## config.mk

```make
export PLATFORM = sky130hd
export DESIGN_NAME = multicycle_control
export DESIGN_NICKNAME = d
export VERILOG_FILES = /design/src/rtl/mc_pkg.sv /design/src/rtl/mc_perf_counters.sv /design/src/rtl/multicycle_control.sv
export SDC_FILE = /design/constraint.sdc
export NUM_CORES = 1
export LEC_CHECK = 0
export CORE_MARGIN = 1.5
export CORE_UTILIZATION = 40
export CTS_BUF_LIST = sky130_fd_sc_hd__clkbuf_4 sky130_fd_sc_hd__clkbuf_8 sky130_fd_sc_hd__clkbuf_16
export CTS_CLUSTER_SIZE = 10
export DETAILED_ROUTE_END_ITERATION = 10
export GPL_ROUTABILITY_DRIVEN = 0
export GPL_TIMING_DRIVEN = 0
export MAX_ROUTING_LAYER = met4
export PLACE_DENSITY = 0.83
export SLEW_MARGIN = 10
export SYNTH_ARGS = -nofsm -noshare
export SYNTH_HDL_FRONTEND = slang
export SYNTH_HIERARCHICAL = 1
export SYNTH_SLANG_ARGS = --single-unit
```

## constraint.sdc

```tcl
create_clock -name clk -period 1.97 [get_ports clk]
set_input_delay 0.2955 -clock clk [delete_from_list [all_inputs] [get_ports clk]]
set_output_delay 0.2955 -clock clk [all_outputs]
set_load 0.01 [all_outputs]
```

## src/rtl/mc_pkg.sv

```systemverilog
// Shared encodings for the multi-cycle MIPS control FSM:
// opcodes, state codes, datapath select codes and the strobe bundle.
package mc_pkg;

    localparam logic [5:0] OP_RTYPE = 6'b000000;
    localparam logic [5:0] OP_LW    = 6'b100011;
    localparam logic [5:0] OP_SW    = 6'b101011;
    localparam logic [5:0] OP_BEQ   = 6'b000100;
    localparam logic [5:0] OP_J     = 6'b000010;
    localparam logic [5:0] OP_ADDI  = 6'b001000;
    localparam logic [5:0] OP_ORI   = 6'b001101;

    typedef enum logic [3:0] {
        S_IDLE     = 4'd0,
        S_FETCH    = 4'd1,
        S_DECODE   = 4'd2,
        S_MEMADR   = 4'd3,
        S_MEMRD    = 4'd4,
        S_MEMWB    = 4'd5,
        S_MEMWR    = 4'd6,
        S_RTYPE_EX = 4'd7,
        S_RTYPE_WB = 4'd8,
        S_BEQ      = 4'd9,
        S_JUMP     = 4'd10,
        S_IMM_EX   = 4'd11,
        S_IMM_WB   = 4'd12
    } state_t;

    localparam logic [1:0] ALU_ADD   = 2'b00;
    localparam logic [1:0] ALU_SUB   = 2'b01;
    localparam logic [1:0] ALU_FUNCT = 2'b10;
    localparam logic [1:0] ALU_OR    = 2'b11;

    localparam logic [1:0] SRCB_RT     = 2'b00;
    localparam logic [1:0] SRCB_FOUR   = 2'b01;
    localparam logic [1:0] SRCB_IMM    = 2'b10;
    localparam logic [1:0] SRCB_IMM_SH = 2'b11;

    localparam logic [1:0] PCS_ALU    = 2'b00;
    localparam logic [1:0] PCS_ALUOUT = 2'b01;
    localparam logic [1:0] PCS_JUMP   = 2'b10;

    typedef struct packed {
        logic       pc_write;
        logic       pc_write_cond;
        logic       iord;
        logic       mem_read;
        logic       mem_write;
        logic       ir_write;
        logic       mem_to_reg;
        logic       reg_write;
        logic       reg_dst;
        logic       alu_src_a;
        logic [1:0] alu_src_b;
        logic [1:0] alu_op;
        logic [1:0] pc_source;
        logic       illegal_op;
    } ctrl_t;

    function automatic logic op_legal(input logic [5:0] op);
        return (op == OP_RTYPE) || (op == OP_LW) || (op == OP_SW) ||
               (op == OP_BEQ) || (op == OP_J) || (op == OP_ADDI) ||
               (op == OP_ORI);
    endfunction

endpackage

```

## src/rtl/mc_perf_counters.sv

```systemverilog
// Cycle and retired-instruction counters for the control FSM.
// Only present when MC_PERF_CNT_EN is defined.
`ifdef MC_PERF_CNT_EN
module mc_perf_counters
    import mc_pkg::*;
#(
    parameter int PERF_W = 32
) (
    input  logic              clk,
    input  logic              rst_n,
    input  state_t            state,
    input  state_t            nxt,
    output logic [PERF_W-1:0] cyc_cnt,
    output logic [PERF_W-1:0] instr_cnt
);

    logic retire;

    // Waiting in FETCH or leaving IDLE is not a retirement.
    assign retire = (state != S_IDLE) && (state != S_FETCH) &&
                    (nxt == S_FETCH);

    always_ff @(posedge clk or negedge rst_n) begin
        if (!rst_n) begin
            cyc_cnt   <= '0;
            instr_cnt <= '0;
        end else begin
            if (state != S_IDLE) cyc_cnt <= cyc_cnt + 1'b1;
            if (retire) instr_cnt <= instr_cnt + 1'b1;
        end
    end

endmodule
`endif

```

## src/rtl/multicycle_control.sv

```systemverilog
// Multi-cycle MIPS main control FSM with memory-ready handshake.
// MC_PERF_CNT_EN adds cyc_cnt / instr_cnt performance counters.
module multicycle_control
    import mc_pkg::*;
#(
    parameter int OP_W    = 6,
    parameter int ALUOP_W = 2,
    parameter int STATE_W = 4,
    parameter int PERF_W  = 32
) (
    input  logic               clk,
    input  logic               rst_n,
    input  logic [OP_W-1:0]    opcode,
    input  logic               mem_ready,
    output logic               pc_write,
    output logic               pc_write_cond,
    output logic               iord,
    output logic               mem_read,
    output logic               mem_write,
    output logic               ir_write,
    output logic               mem_to_reg,
    output logic               reg_write,
    output logic               reg_dst,
    output logic               alu_src_a,
    output logic [1:0]         alu_src_b,
    output logic [ALUOP_W-1:0] alu_op,
    output logic [1:0]         pc_source,
    output logic               illegal_op,
    output logic [STATE_W-1:0] state_o
`ifdef MC_PERF_CNT_EN
    ,
    output logic [PERF_W-1:0]  cyc_cnt,
    output logic [PERF_W-1:0]  instr_cnt
`endif
);

    state_t     state;
    state_t     nxt;
    ctrl_t      c;
    logic [5:0] op;
    logic       is_mem;
    logic       is_imm;

    assign op     = 6'(opcode);
    assign is_mem = (op == OP_LW) || (op == OP_SW);
    assign is_imm = (op == OP_ADDI) || (op == OP_ORI);

    always_ff @(posedge clk or negedge rst_n) begin
        if (!rst_n) state <= S_IDLE;
        else        state <= nxt;
    end

    always_comb begin
        nxt = state;
        unique case (state)
            S_IDLE:     nxt = S_FETCH;
            S_FETCH:    if (mem_ready) nxt = S_DECODE;
            S_DECODE: begin
                unique case (1'b1)
                    is_mem:           nxt = S_MEMADR;
                    (op == OP_RTYPE): nxt = S_RTYPE_EX;
                    (op == OP_BEQ):   nxt = S_BEQ;
                    (op == OP_J):     nxt = S_JUMP;
                    is_imm:           nxt = S_IMM_EX;
                    default:          nxt = S_FETCH;
                endcase
            end
            S_MEMADR:   nxt = (op == OP_SW) ? S_MEMWR : S_MEMRD;
            S_MEMRD:    if (mem_ready) nxt = S_MEMWB;
            S_MEMWB:    nxt = S_FETCH;
            S_MEMWR:    if (mem_ready) nxt = S_FETCH;
            S_RTYPE_EX: nxt = S_RTYPE_WB;
            S_RTYPE_WB: nxt = S_FETCH;
            S_BEQ:      nxt = S_FETCH;
            S_JUMP:     nxt = S_FETCH;
            S_IMM_EX:   nxt = S_IMM_WB;
            S_IMM_WB:   nxt = S_FETCH;
            default:    nxt = S_IDLE;
        endcase
    end

    always_comb begin
        c = '0;
        unique case (state)
            S_FETCH: begin
                c.mem_read  = 1'b1;
                c.alu_src_b = SRCB_FOUR;
                c.alu_op    = ALU_ADD;
                c.pc_source = PCS_ALU;
                c.ir_write  = mem_ready;
                c.pc_write  = mem_ready;
            end
            S_DECODE: begin
                c.alu_src_b  = SRCB_IMM_SH;
                c.alu_op     = ALU_ADD;
                c.illegal_op = !op_legal(op);
            end
            S_MEMADR, S_IMM_EX: begin
                c.alu_src_a = 1'b1;
                c.alu_src_b = SRCB_IMM;
                c.alu_op    = (state == S_IMM_EX && op == OP_ORI) ?
                              ALU_OR : ALU_ADD;
            end
            S_MEMRD: begin
                c.mem_read = 1'b1;
                c.iord     = 1'b1;
            end
            S_MEMWB: begin
                c.reg_write  = 1'b1;
                c.mem_to_reg = 1'b1;
            end
            S_MEMWR: begin
                c.mem_write = 1'b1;
                c.iord      = 1'b1;
            end
            S_RTYPE_EX: begin
                c.alu_src_a = 1'b1;
                c.alu_src_b = SRCB_RT;
                c.alu_op    = ALU_FUNCT;
            end
            S_RTYPE_WB: begin
                c.reg_write = 1'b1;
                c.reg_dst   = 1'b1;
            end
            S_BEQ: begin
                c.alu_src_a     = 1'b1;
                c.alu_src_b     = SRCB_RT;
                c.alu_op        = ALU_SUB;
                c.pc_write_cond = 1'b1;
                c.pc_source     = PCS_ALUOUT;
            end
            S_JUMP: begin
                c.pc_write  = 1'b1;
                c.pc_source = PCS_JUMP;
            end
            S_IMM_WB: c.reg_write = 1'b1;
            default: ;
        endcase
    end

    assign pc_write      = c.pc_write;
    assign pc_write_cond = c.pc_write_cond;
    assign iord          = c.iord;
    assign mem_read      = c.mem_read;
    assign mem_write     = c.mem_write;
    assign ir_write      = c.ir_write;
    assign mem_to_reg    = c.mem_to_reg;
    assign reg_write     = c.reg_write;
    assign reg_dst       = c.reg_dst;
    assign alu_src_a     = c.alu_src_a;
    assign alu_src_b     = c.alu_src_b;
    assign alu_op        = ALUOP_W'(c.alu_op);
    assign pc_source     = c.pc_source;
    assign illegal_op    = c.illegal_op;
    assign state_o       = STATE_W'(state);

`ifdef MC_PERF_CNT_EN
    mc_perf_counters #(
        .PERF_W(PERF_W)
    ) u_perf (
        .clk      (clk),
        .rst_n    (rst_n),
        .state    (state),
        .nxt      (nxt),
        .cyc_cnt  (cyc_cnt),
        .instr_cnt(instr_cnt)
    );
`endif

endmodule

```

After elaboration in Yosys (flattened, before gate mapping) --
Cells that the tools add are included.
Operators by class: add/subtract/negate cells 0, multiply operators 0, div/mod/pow operators 0, $lt $le $gt $ge 0, equal/unequal tests 21, shifts and indexed selects 0, mux-type cells 20, bitwise gates (word level) 0, reduce and logical (&&, ||, !) cells 19
Operators by type and width (number):
- one-hot mux 4 bit (5 select lines) | 2
- one-hot mux 4 bit (8 select lines) | 1
- equality test 4 bit, second input constant | 5
- equality test 4 x 3 -> 1 bit, second input constant | 4
- equality test 6 x 4 -> 1 bit, second input constant | 2
- equality test 6 bit, second input constant | 2
- two-way mux 4 bit | 3
- two-way mux 1 bit | 10
- equality test 4 x 2 -> 1 bit, second input constant | 2
- logical OR 1 bit | 8
- equality test 6 x 2 -> 1 bit, second input constant | 1
- equality test 6 x 3 -> 1 bit, second input constant | 1
- logical NOT 6 bit | 1
- inequality test 2 bit, second input constant | 3
- OR reduction 2 bit | 3
- OR reduction 6 bit | 1
- equality test 4 x 1 -> 1 bit, second input constant | 1
- logical NOT 4 bit | 1
- two-way mux 2 bit | 2
- one-hot mux 2 bit (2 select lines) | 1
- OR reduction 4 bit | 1
- AND reduction 3 bit | 1
- OR reduction 3 bit | 1
- one-hot mux 1 bit (2 select lines) | 1
- other kinds (2) | 2
Word-level totals: bits in registers 4, bits in latches 0, RAM bits 0, ROM bits 0, bits of input ports 9, output and inout port bits 21, logic and storage cells 61, memories 0

Logic depth before layout (Yosys ltp) --
Gate-level depths: netlist of run 1.
depth after elaboration 9, depth in mapped cells 5, depth with buffers taken out 4

Least setup slack after synthesis of run 1 --
No wires, ideal clock.
path type reg2out, from register state[3] (netlist: state_o[3]), to output alu_op[1], data arrival time 1222 ps, required time 1674 ps, setup slack 452 ps, cell stages (with the launch flop) 6, path buffers 1, path through dfrtp_1 -> clkbuf_1 -> nand2b_1 -> nor3_1 -> nor2_1 -> nor2_1
Between the ends: word-level cells in the longest chain between the ends 4, elaborated cells on any way between the ends 10, classes of those cells eq/ne (6); mux (2); reduce/logical (2)
RTL lines:
- start, declared | RTL line multicycle_control.sv:37 | state_t state;
- start signal, assigned | RTL line multicycle_control.sv:50 | else state <= nxt;
- equality test 4 bit | RTL line multicycle_control.sv:84, multicycle_control.sv:101
- logical AND 1 bit | RTL line multicycle_control.sv:101 | c.alu_op = (state == S_IMM_EX && op == OP_ORI) ?
- two-way mux 2 bit | RTL line multicycle_control.sv:101
- one-hot mux 4 bit (5 select lines) * | RTL line multicycle_control.sv:84 | unique case (state)
- end, declared | RTL line multicycle_control.sv:26 | output logic [ALUOP_W-1:0] alu_op,
Every way passes the cells marked *; elsewhere a longest branch is shown, timed or not.

Final worst setup path of run 1 --
from input mem_ready, to output ir_write
Between the ends: word-level cells in the longest chain between the ends 1
RTL lines:
- start, declared | RTL line multicycle_control.sv:14 | input logic mem_ready,
- two-way mux 1 bit | RTL line multicycle_control.sv:84
- end, declared | RTL line multicycle_control.sv:20 | output logic ir_write,
No other way between the ends.

==> results.yml, run 1 <==
routing:
  via_per_inst: 5.76
  routed_wl_mm: 1.71
  firstDrtPassIters: 4
  drcViolationCount: 0
  vias: 737
  ant_nets: 0
  initialDrtViolationCount: 31
  wl_per_cell_um: 13.3
setup_path:
  cp-start-kind: "primary input"
  reg2reg_to: "state_o[3]"
  critPathKind: "primary input to output pin"
  worst-endpoint-required_ps: 1670
  r2r_start: "state_o[0]"
  critPathMaxFanout: 5
  ff2ff_path_depth: 3
  end_kind: "output pin"
  cp.arrival_ps: 1620
  ff2ff_setup_slack_ps: 530
flow_run:
  drv_cap: 0
placement:
  post-dp-hpwl_mm: 1.25
  post_dp_cell_area_um2: 851
  dpl.cell_count: 121
  port_buffers: 29
global_routing:
  grt_start_max_net_pins: 11
  grt_pass1_wl_mm: 2.68
  track_usage: 0.265
  grt_overflow: 0
  antenna_found_initial: 0
  grt_pass1_vias: 623
logic_synthesis:
  synthCells: 77
  synth.distinct_cells: 35
  synth_mux_area_frac: 0.0208
  synth_ff_type: "dfrtp_1"
  synth_compound_area_frac: 0.314
  ys_seq_area_frac: 0.185
  syn_avg_cell_area_um2: 7.04
  syn_area_um2: 542
  synth_edf_count: 0
  ys_ff_latch: 4
  synthSimpleGateAreaFrac: 0.383
  synthesis.nets: 86
  ys.warnings.count: 6
  synth_top_family_by_area: "simple AND/OR/NAND/NOR gates"
  synthAdderAreaFrac: 0
  synth_xor_area_frac: 0.0323
  async_flop_share: 1.00
clock_network:
  clock_sinks: 4
  ctsRootBufferMaster: "clkbuf_4"
  hold_buffers: 0
  htreeDepth: 1
  clock_path_buffers: 2
  numCtsBuffers: 3
  cts.clk_slew.worst_paths_ps: 40
  insertion_delay_ps: 230
  cts_tree: "built"
outcome:
  outcome: "finished clean"
power:
  switching_share: 0.447
  p_per_area_mw_per_mm2: 1030
  ir_worst_vdd_v: 0.000534
  combPwrFrac: 0.728
  power_frac_clock: 0.100
  seqPwrFrac: 0.171
  p_int_w: 0.000551
  p_sw_w: 0.000446
  p_leak_nw: 0.476
floorplan:
  ios: 30
  chipWidth_um: 39.8
  die-area_mm2: 0.00158
  start_util: 0.422
  rows: 13
  die_y_um: 39.8
  core_mm2: 0.00128
final_layout:
  seq_area_um2: 104
  drive_above_1_share: 0.248
  fillers: 117
  layout_commonest_cell: "clkdlybuf4s50_1"
  multi_input_area_um2: 457
  fin_cells: 128
  final_cell_mix: "clkdlybuf4s50_1 (12), dlygate4sd2_1 (10), nor2_1 (9)"
  stdcell_area_um2: 970
  finalNetCount: 124
  antenna_cells: 0
  area_growth_pct: 79.0
  largest_reg_flops: 4
sta:
  post-route-period-util: 0.970
  max_slew_margin: 0.773
  max_freq_mhz: 523
  final.setup_skew_ps: 6.47
  slew_viol_final: 0
  worst_slew_pin_slew_ps: 337
  period_minus_slack_ps: 1910
  finalHoldViolCount: 0
  setup_tns_ps: 0
  setup_viol_count_final: 0
hold_path:
  hold_class: "primary input to asynchronous set/reset pin"
stage by stage:
stage                     hold WS, ps   util  total power [W]  setup slack, ps
after floorplan               -0.0911      -         0.000526              452
after global placement            505  0.662         0.000848             -377
after detailed placement          508  0.662         0.000863             -395
after CTS                         254  0.716         0.000982             4.81
after global routing              262  0.755          0.00109            -8.60
final                             257  0.755         0.000996             58.5
worst max-delay path by stage:
stage,slack [ps],end,cells after the start,from
final,60,ir_write,4,mem_ready
after global routing,-9,alu_op[0],5,opcode[4]
after CTS,5,alu_src_b[0],3,state_o[0]
after detailed placement,-390,illegal_op,5,opcode[1]
after global placement,-380,illegal_op,5,opcode[1]
after floorplan,450,alu_op[1],5,state_o[3]
cell usage after synthesis, types with 2 or more instances:
cell type | n | area (um2)
nor2_1 | 11 | 41.3
nand2_1 | 7 | 26.3
nand2b_1 | 6 | 37.5
a21oi_1 | 5 | 25.0
dfrtp_1 | 4 | 100
nor3_1 | 4 | 20.0
clkbuf_1 | 3 | 11.3
inv_1 | 3 | 11.3
o21ai_0 | 3 | 15.0
a211oi_1 | 2 | 15.0
a31oi_1 | 2 | 12.5
nand3b_1 | 2 | 15.0
nor2b_1 | 2 | 12.5
xnor2_1 | 2 | 17.5
cell type report:
cell class,count,share of cell area
sequential,4,0.107
inverter,3,0.0116
tap,15,0.0194
buffer,4,0.0323
timing repair buffer,34,0.335
multi-input combinational,65,0.471
clock buffer,3,0.0232
power groups by stage:
stage | combinational (W) | sequential, W | clock (W)
floorplan | 0.000366 | 0.000159 | 0
global placement | 0.000691 | 0.000157 | 0
detailed placement | 0.000705 | 0.000158 | 0
CTS | 0.000712 | 0.000164 | 0.000106
global route | 0.000796 | 0.000180 | 0.000111
finish | 0.000726 | 0.000171 | 0.000100
timing repair:
item | 4_1_cts | 5_1_grt
setup buffers | 5 | 0
pin swaps | 2 | 1
gates resized for setup | 25 | 12
endpoints found under the setup margin | 17 | 10
cell families after synthesis:
group / count (synthesis)
DFF: 4
muxes: 1
xor gates and xnor gates: 2
buffers and inverters: 8
and+or+nand+nor: 38
AOI/OAI and AO/OA: 24
worst max-delay path, stage by stage:
cell,delay [ps]
clkdlybuf4s50_1,560
nand2_1,120
nor2_1,100
clkdlybuf4s50_1,540
layer usage:
metal	wire [um]	vias up	GRT usage
li1	-	356	-
met4	26	0	0.138
met3	133	4	0.0625
met2	899	48	0.439
met5	0	-	-
met1	646	329	0.292
No activity file was read; power rests on OpenSTA's default activity.
==> run 2, diff against run 1 <==
TNS_END_PERCENT = 5   (was not set)
==> run 2 against run 1 <==
Against the previous run:
- sequential share of layout area increased by 0.48 points
- combinational power decreased by 3.4%
- clock skew about the same
- first-iteration DRC count decreased by 19%
- highest routed layer unchanged
- sequential power about the same
- hold slack improved by 1.5 ps
- die area unchanged
- critical path type is now flop to output pin
- utilization decreased by 3.2 points
- via count decreased by 3.7%
- critical path depth unchanged
==> results.yml, run 2 (synthesized netlist as in run 1, its figures left out) <==
routing:
  ant_nets: 0
  routed_wl_mm: 1.64
  via_per_inst: 5.73
  vias: 710
  drcViolationCount: 0
  initialDrtViolationCount: 25
  wl_per_cell_um: 13.2
  firstDrtPassIters: 4
floorplan:
  core_mm2: 0.00128
  chipWidth_um: 39.8
  die_y_um: 39.8
  start_util: 0.422
  die-area_mm2: 0.00158
  rows: 13
  ios: 30
setup_path:
  cp-start-kind: "flop"
  end_kind: "output pin"
  cpMaxStageDelayCell: "clkdlybuf4s50_1"
  crit_chain: "nor2_2 -> nand2_1 -> nor2_1 -> clkdlybuf4s50_1"
  cpLargestDelayFamily: "buffers and inverters"
  worst-endpoint-required_ps: 1670
  cpPeakStageDelay_ps: 540
  critPathMaxFanout: 11
  critPathKind: "flop to output pin"
  cp.arrival_ps: 1650
  worst-path-buf-inv: 1
placement:
  post-dp-hpwl_mm: 1.25
  port_buffers: 29
  dpl.cell_count: 121
  pre_cts_slack_ps: -395
clock_network:
  clock_path_buffers: 2
  ctsRootBufferMaster: "clkbuf_4"
  clock_sinks: 4
  cts.clk_slew.worst_paths_ps: 40
  insertion_delay_ps: 240
  numCtsBuffers: 3
  htreeDepth: 1
  cts_tree: "built"
  hold_buffers: 0
sta:
  max_freq_mhz: 513
  setup_viol_count_final: 0
  worst_slew_pin_slew_ps: 351
  post-route-period-util: 0.989
  fin_ws_ps: 22.1
  period_minus_slack_ps: 1950
  max_slew_margin: 0.766
  finalHoldViolCount: 0
  whs_ps: 259
  rsz0062_at_grt: "true"
  slew_viol_final: 0
  final.setup_skew_ps: 6.07
  setup_tns_ps: 0
final_layout:
  largest_reg_flops: 4
  antenna_cells: 0
  layout_commonest_cell: "clkdlybuf4s50_1"
  finalNetCount: 120
  fin_cells: 124
  final_cell_mix: "clkdlybuf4s50_1 (12), nor2_1 (9), dlygate4sd2_1 (9)"
  finish.utilization: 0.722
  area_growth_pct: 71.4
  drive_above_1_share: 0.193
outcome:
  outcome: "finished clean"
flow_run:
  drv_cap: 0
global_routing:
  track_usage: 0.249
  grt_pass1_wl_mm: 2.53
  antenna_found_initial: 0
  grt_pass1_vias: 583
  grt_start_max_net_pins: 12
  grt_overflow: 0
power:
  ir_worst_vdd_v: 0.000416
  p_per_area_mw_per_mm2: 1050
  p_leak_nw: 0.473
hold_path:
  hold_class: "primary input to asynchronous set/reset pin"
## run 2: through the flow
stage	power, W	instance area (um2)
after floorplan	0.000526	542
after global placement	0.000848	851
after detailed placement	0.000863	851
after CTS	0.000982	895
after global routing	0.00106	928
final	0.000972	928
## run 2: report_power, final
part / internal [W] / switching (W)
combinational: 0.000355 / 0.000345
clock: 0.0000681 / 0.0000328
sequential: 0.000115 / 0.0000552
## run 2: cell type report
cell class              count  area [um2]
inverters                   3        11.3
fillers                   128         357
multi-input cells          65         443
plain buffers               4        30.0
well taps                  15        18.8
flip-flops and latches      4         104
repair buffers             30         299
clock buffers               3        22.5
## run 2: what timing repair did
action                     in CTS  in global routing
setup endpoints to repair      17                 10
gates resized for setup        27                  8
pin swaps                       2                  0
setup buffers                   1                  0
## run 2: path summary, 6_finish.rpt
kind	end	slack (ps)	depth (start not counted)	start
max	ir_write	20	4	state_o[3]
min reg2reg	state_o[1]	620	1	state_o[3]
max reg2reg	state_o[3]	570	3	state_o[0]
min	state_o[2]	260	1	rst_n
max in group asynchronous	state_o[1]	1530	1	rst_n
min in group clk	state_o[3]	410	2	opcode[5]
## run 2: metal layers
layer / track usage / share of wire / up-vias
li1: - / - / 348
met1: 0.285 / 0.42 / 316
met2: 0.393 / 0.49 / 40
met3: 0.0625 / 0.066 / 6
met4: 0.138 / 0.023 / 0
met5: - / 0 / -
==> run 3, diff against run 2 <==
SKIP_LAST_GASP = 1   (was not set)
==> run 3 against run 2 <==
Against the previous run:
- the flow now finishes with violations (negative setup slack)
- hold slack worse by 4.1 ps
- utilization down 0.68 points
- via count is 1.5% higher
- die area stayed put
- critical endpoint is now reg_write
- worst setup slack got worse by 100 ps
==> results.yml, run 3 (synthesized netlist as in run 1, its figures left out) <==
routing:
  ant_nets: 0
  wl_per_cell_um: 12.7
  via_per_inst: 5.72
  initialDrtViolationCount: 27
  firstDrtPassIters: 4
  vias: 721
  routed_wl_mm: 1.60
  drcViolationCount: 0
sta:
  max_freq_mhz: 488
  post-route-period-util: 1.04
  worst_slew_pin_slew_ps: 321
  finalHoldViolCount: 0
  setup_viol_count_final: 5
  fin_ws_ps: -79.1
  max_slew_margin: 0.783
  slew_viol_final: 0
  period_minus_slack_ps: 2050
  rsz0062_at_grt: "true"
  whs_ps: 255
  final.setup_skew_ps: 6.79
floorplan:
  chipWidth_um: 39.8
  ios: 30
  core_mm2: 0.00128
  die_y_um: 39.8
  start_util: 0.422
  die-area_mm2: 0.00158
  rows: 13
power:
  combPwrFrac: 0.728
  ir_worst_vdd_v: 0.000449
  totalPowerFinal_w: 0.000995
  switching_share: 0.432
  seqPwrFrac: 0.169
  p_per_area_mw_per_mm2: 1080
  p_int_w: 0.000566
  power_frac_clock: 0.103
  p_leak_nw: 0.375
  p_sw_w: 0.000429
final_layout:
  finalNetCount: 122
  area_growth_pct: 69.7
  finish.utilization: 0.716
  fillers: 127
  drive_above_1_share: 0.198
  layout_commonest_cell: "clkdlybuf4s50_1"
  fin_cells: 126
  largest_reg_flops: 4
  antenna_cells: 0
  final_cell_mix: "clkdlybuf4s50_1 (22), nor2_1 (10), nand2_1 (7)"
setup_path:
  cp-start-kind: "flop"
  cpPeakStageDelay_ps: 540
  worst-endpoint-required_ps: 1670
  critPathKind: "flop to output pin"
  end_kind: "output pin"
  critPathMaxFanout: 10
  cpMaxStageDelayCell: "clkdlybuf4s50_1"
  cp.arrival_ps: 1750
  crit_chain: "nand2b_2 -> inv_1 -> a21oi_1 -> nor2_1 -> clkdlybuf4s50_1"
global_routing:
  grt_pass1_vias: 571
  antenna_found_initial: 0
  grt_overflow: 0
  grt_pass1_wl_mm: 2.50
  track_usage: 0.248
  grt_start_max_net_pins: 12
clock_network:
  ctsRootBufferMaster: "clkbuf_4"
  insertion_delay_ps: 240
  cts.clk_slew.worst_paths_ps: 40
  htreeDepth: 1
  clock_path_buffers: 2
  clock_sinks: 4
  cts_tree: "built"
  numCtsBuffers: 3
flow_run:
  drv_cap: 0
outcome:
  outcome: "finished, violations left"
  violations: "negative setup slack"
hold_path:
  hold_class: "primary input to asynchronous set/reset pin"
placement:
  dpl.cell_count: 121
  port_buffers: 29
  pre_cts_slack_ps: -395
  post-dp-hpwl_mm: 1.25
-- run 3: changes by cell type in the layout (fill, tap and decap cells not counted), sizes merged --
cell / delta
buf: +2
dlymetal6s2s: -6
clkbuf: -1
clkdlybuf4s50: +10
clkdlybuf4s15: +1
dlygate4sd2: -4
-- run 3: cell type report --
cell class | count | area [um2] | area share
inverters | 3 | 11.3 | 0.0122
plain buffers | 4 | 25.0 | 0.0272
repair buffers | 32 | 309 | 0.336
clock buffers | 3 | 22.5 | 0.0245
well taps | 15 | 18.8 | 0.0204
flip-flops and latches | 4 | 104 | 0.113
multi-input cells | 65 | 429 | 0.467
-- run 3: path summary, 6_finish.rpt --
| path | startpoint | end | slack, ps | cells after the start |
|---|---|---|---|---|
| max | state_o[3] | reg_write | -80 | 5 |
| min | rst_n | state_o[2] | 250 | 1 |
| max reg2reg | state_o[0] | state_o[3] | 570 | 3 |
| min reg2reg | state_o[2] | state_o[2] | 660 | 3 |
| max in group asynchronous | rst_n | state_o[1] | 1530 | 1 |
| min in group clk | opcode[1] | state_o[2] | 530 | 2 |
-- run 3: power groups by stage --
stage	logic, W	registers (W)	clock network [W]
6_report	0.000724	0.000168	0.000103
5_1_grt	0.000791	0.000178	0.000111
4_1_cts	0.000699	0.000161	0.000106
3_5_place_dp	0.000705	0.000158	0
3_3_place_gp	0.000691	0.000157	0
2_1_floorplan	0.000366	0.000159	0
-- run 3: layer usage --
| layer | vias up | global-route usage | part of all wire |
|---|---|---|---|
| met5 | - | - | 0 |
| met4 | 0 | 0.129 | 0.029 |
| li1 | 352 | - | - |
| met1 | 328 | 0.292 | 0.41 |
| met3 | 6 | 0.0511 | 0.068 |
| met2 | 35 | 0.393 | 0.49 |
-- run 3: stage by stage --
| step | TNS [ps] | instance area [um2] |
|---|---|---|
| detailed placement | -1210 | 851 |
| floorplan | 0 | 542 |
| finish | -248 | 920 |
| global route | -1040 | 920 |
| global placement | -1110 | 851 |
| CTS | -1490 | 873 |
-- run 3: timing repair --
item                                   in CTS  in global routing
setup endpoints to repair                  17                 17
gates resized for setup                     8                 15
hold buffers                                0                  0
buffers inserted                            1                  2
endpoints found under the hold margin       0                  0
pin swaps                                   1                  1
-- run 3: critical path: cells and delay by family, from the launching register on --
family	cells	cell delay [ps]
buffers and inverters	2	630
DFF	1	470
and+or+nand+nor	2	350
AOI/OAI and AO/OA	1	60
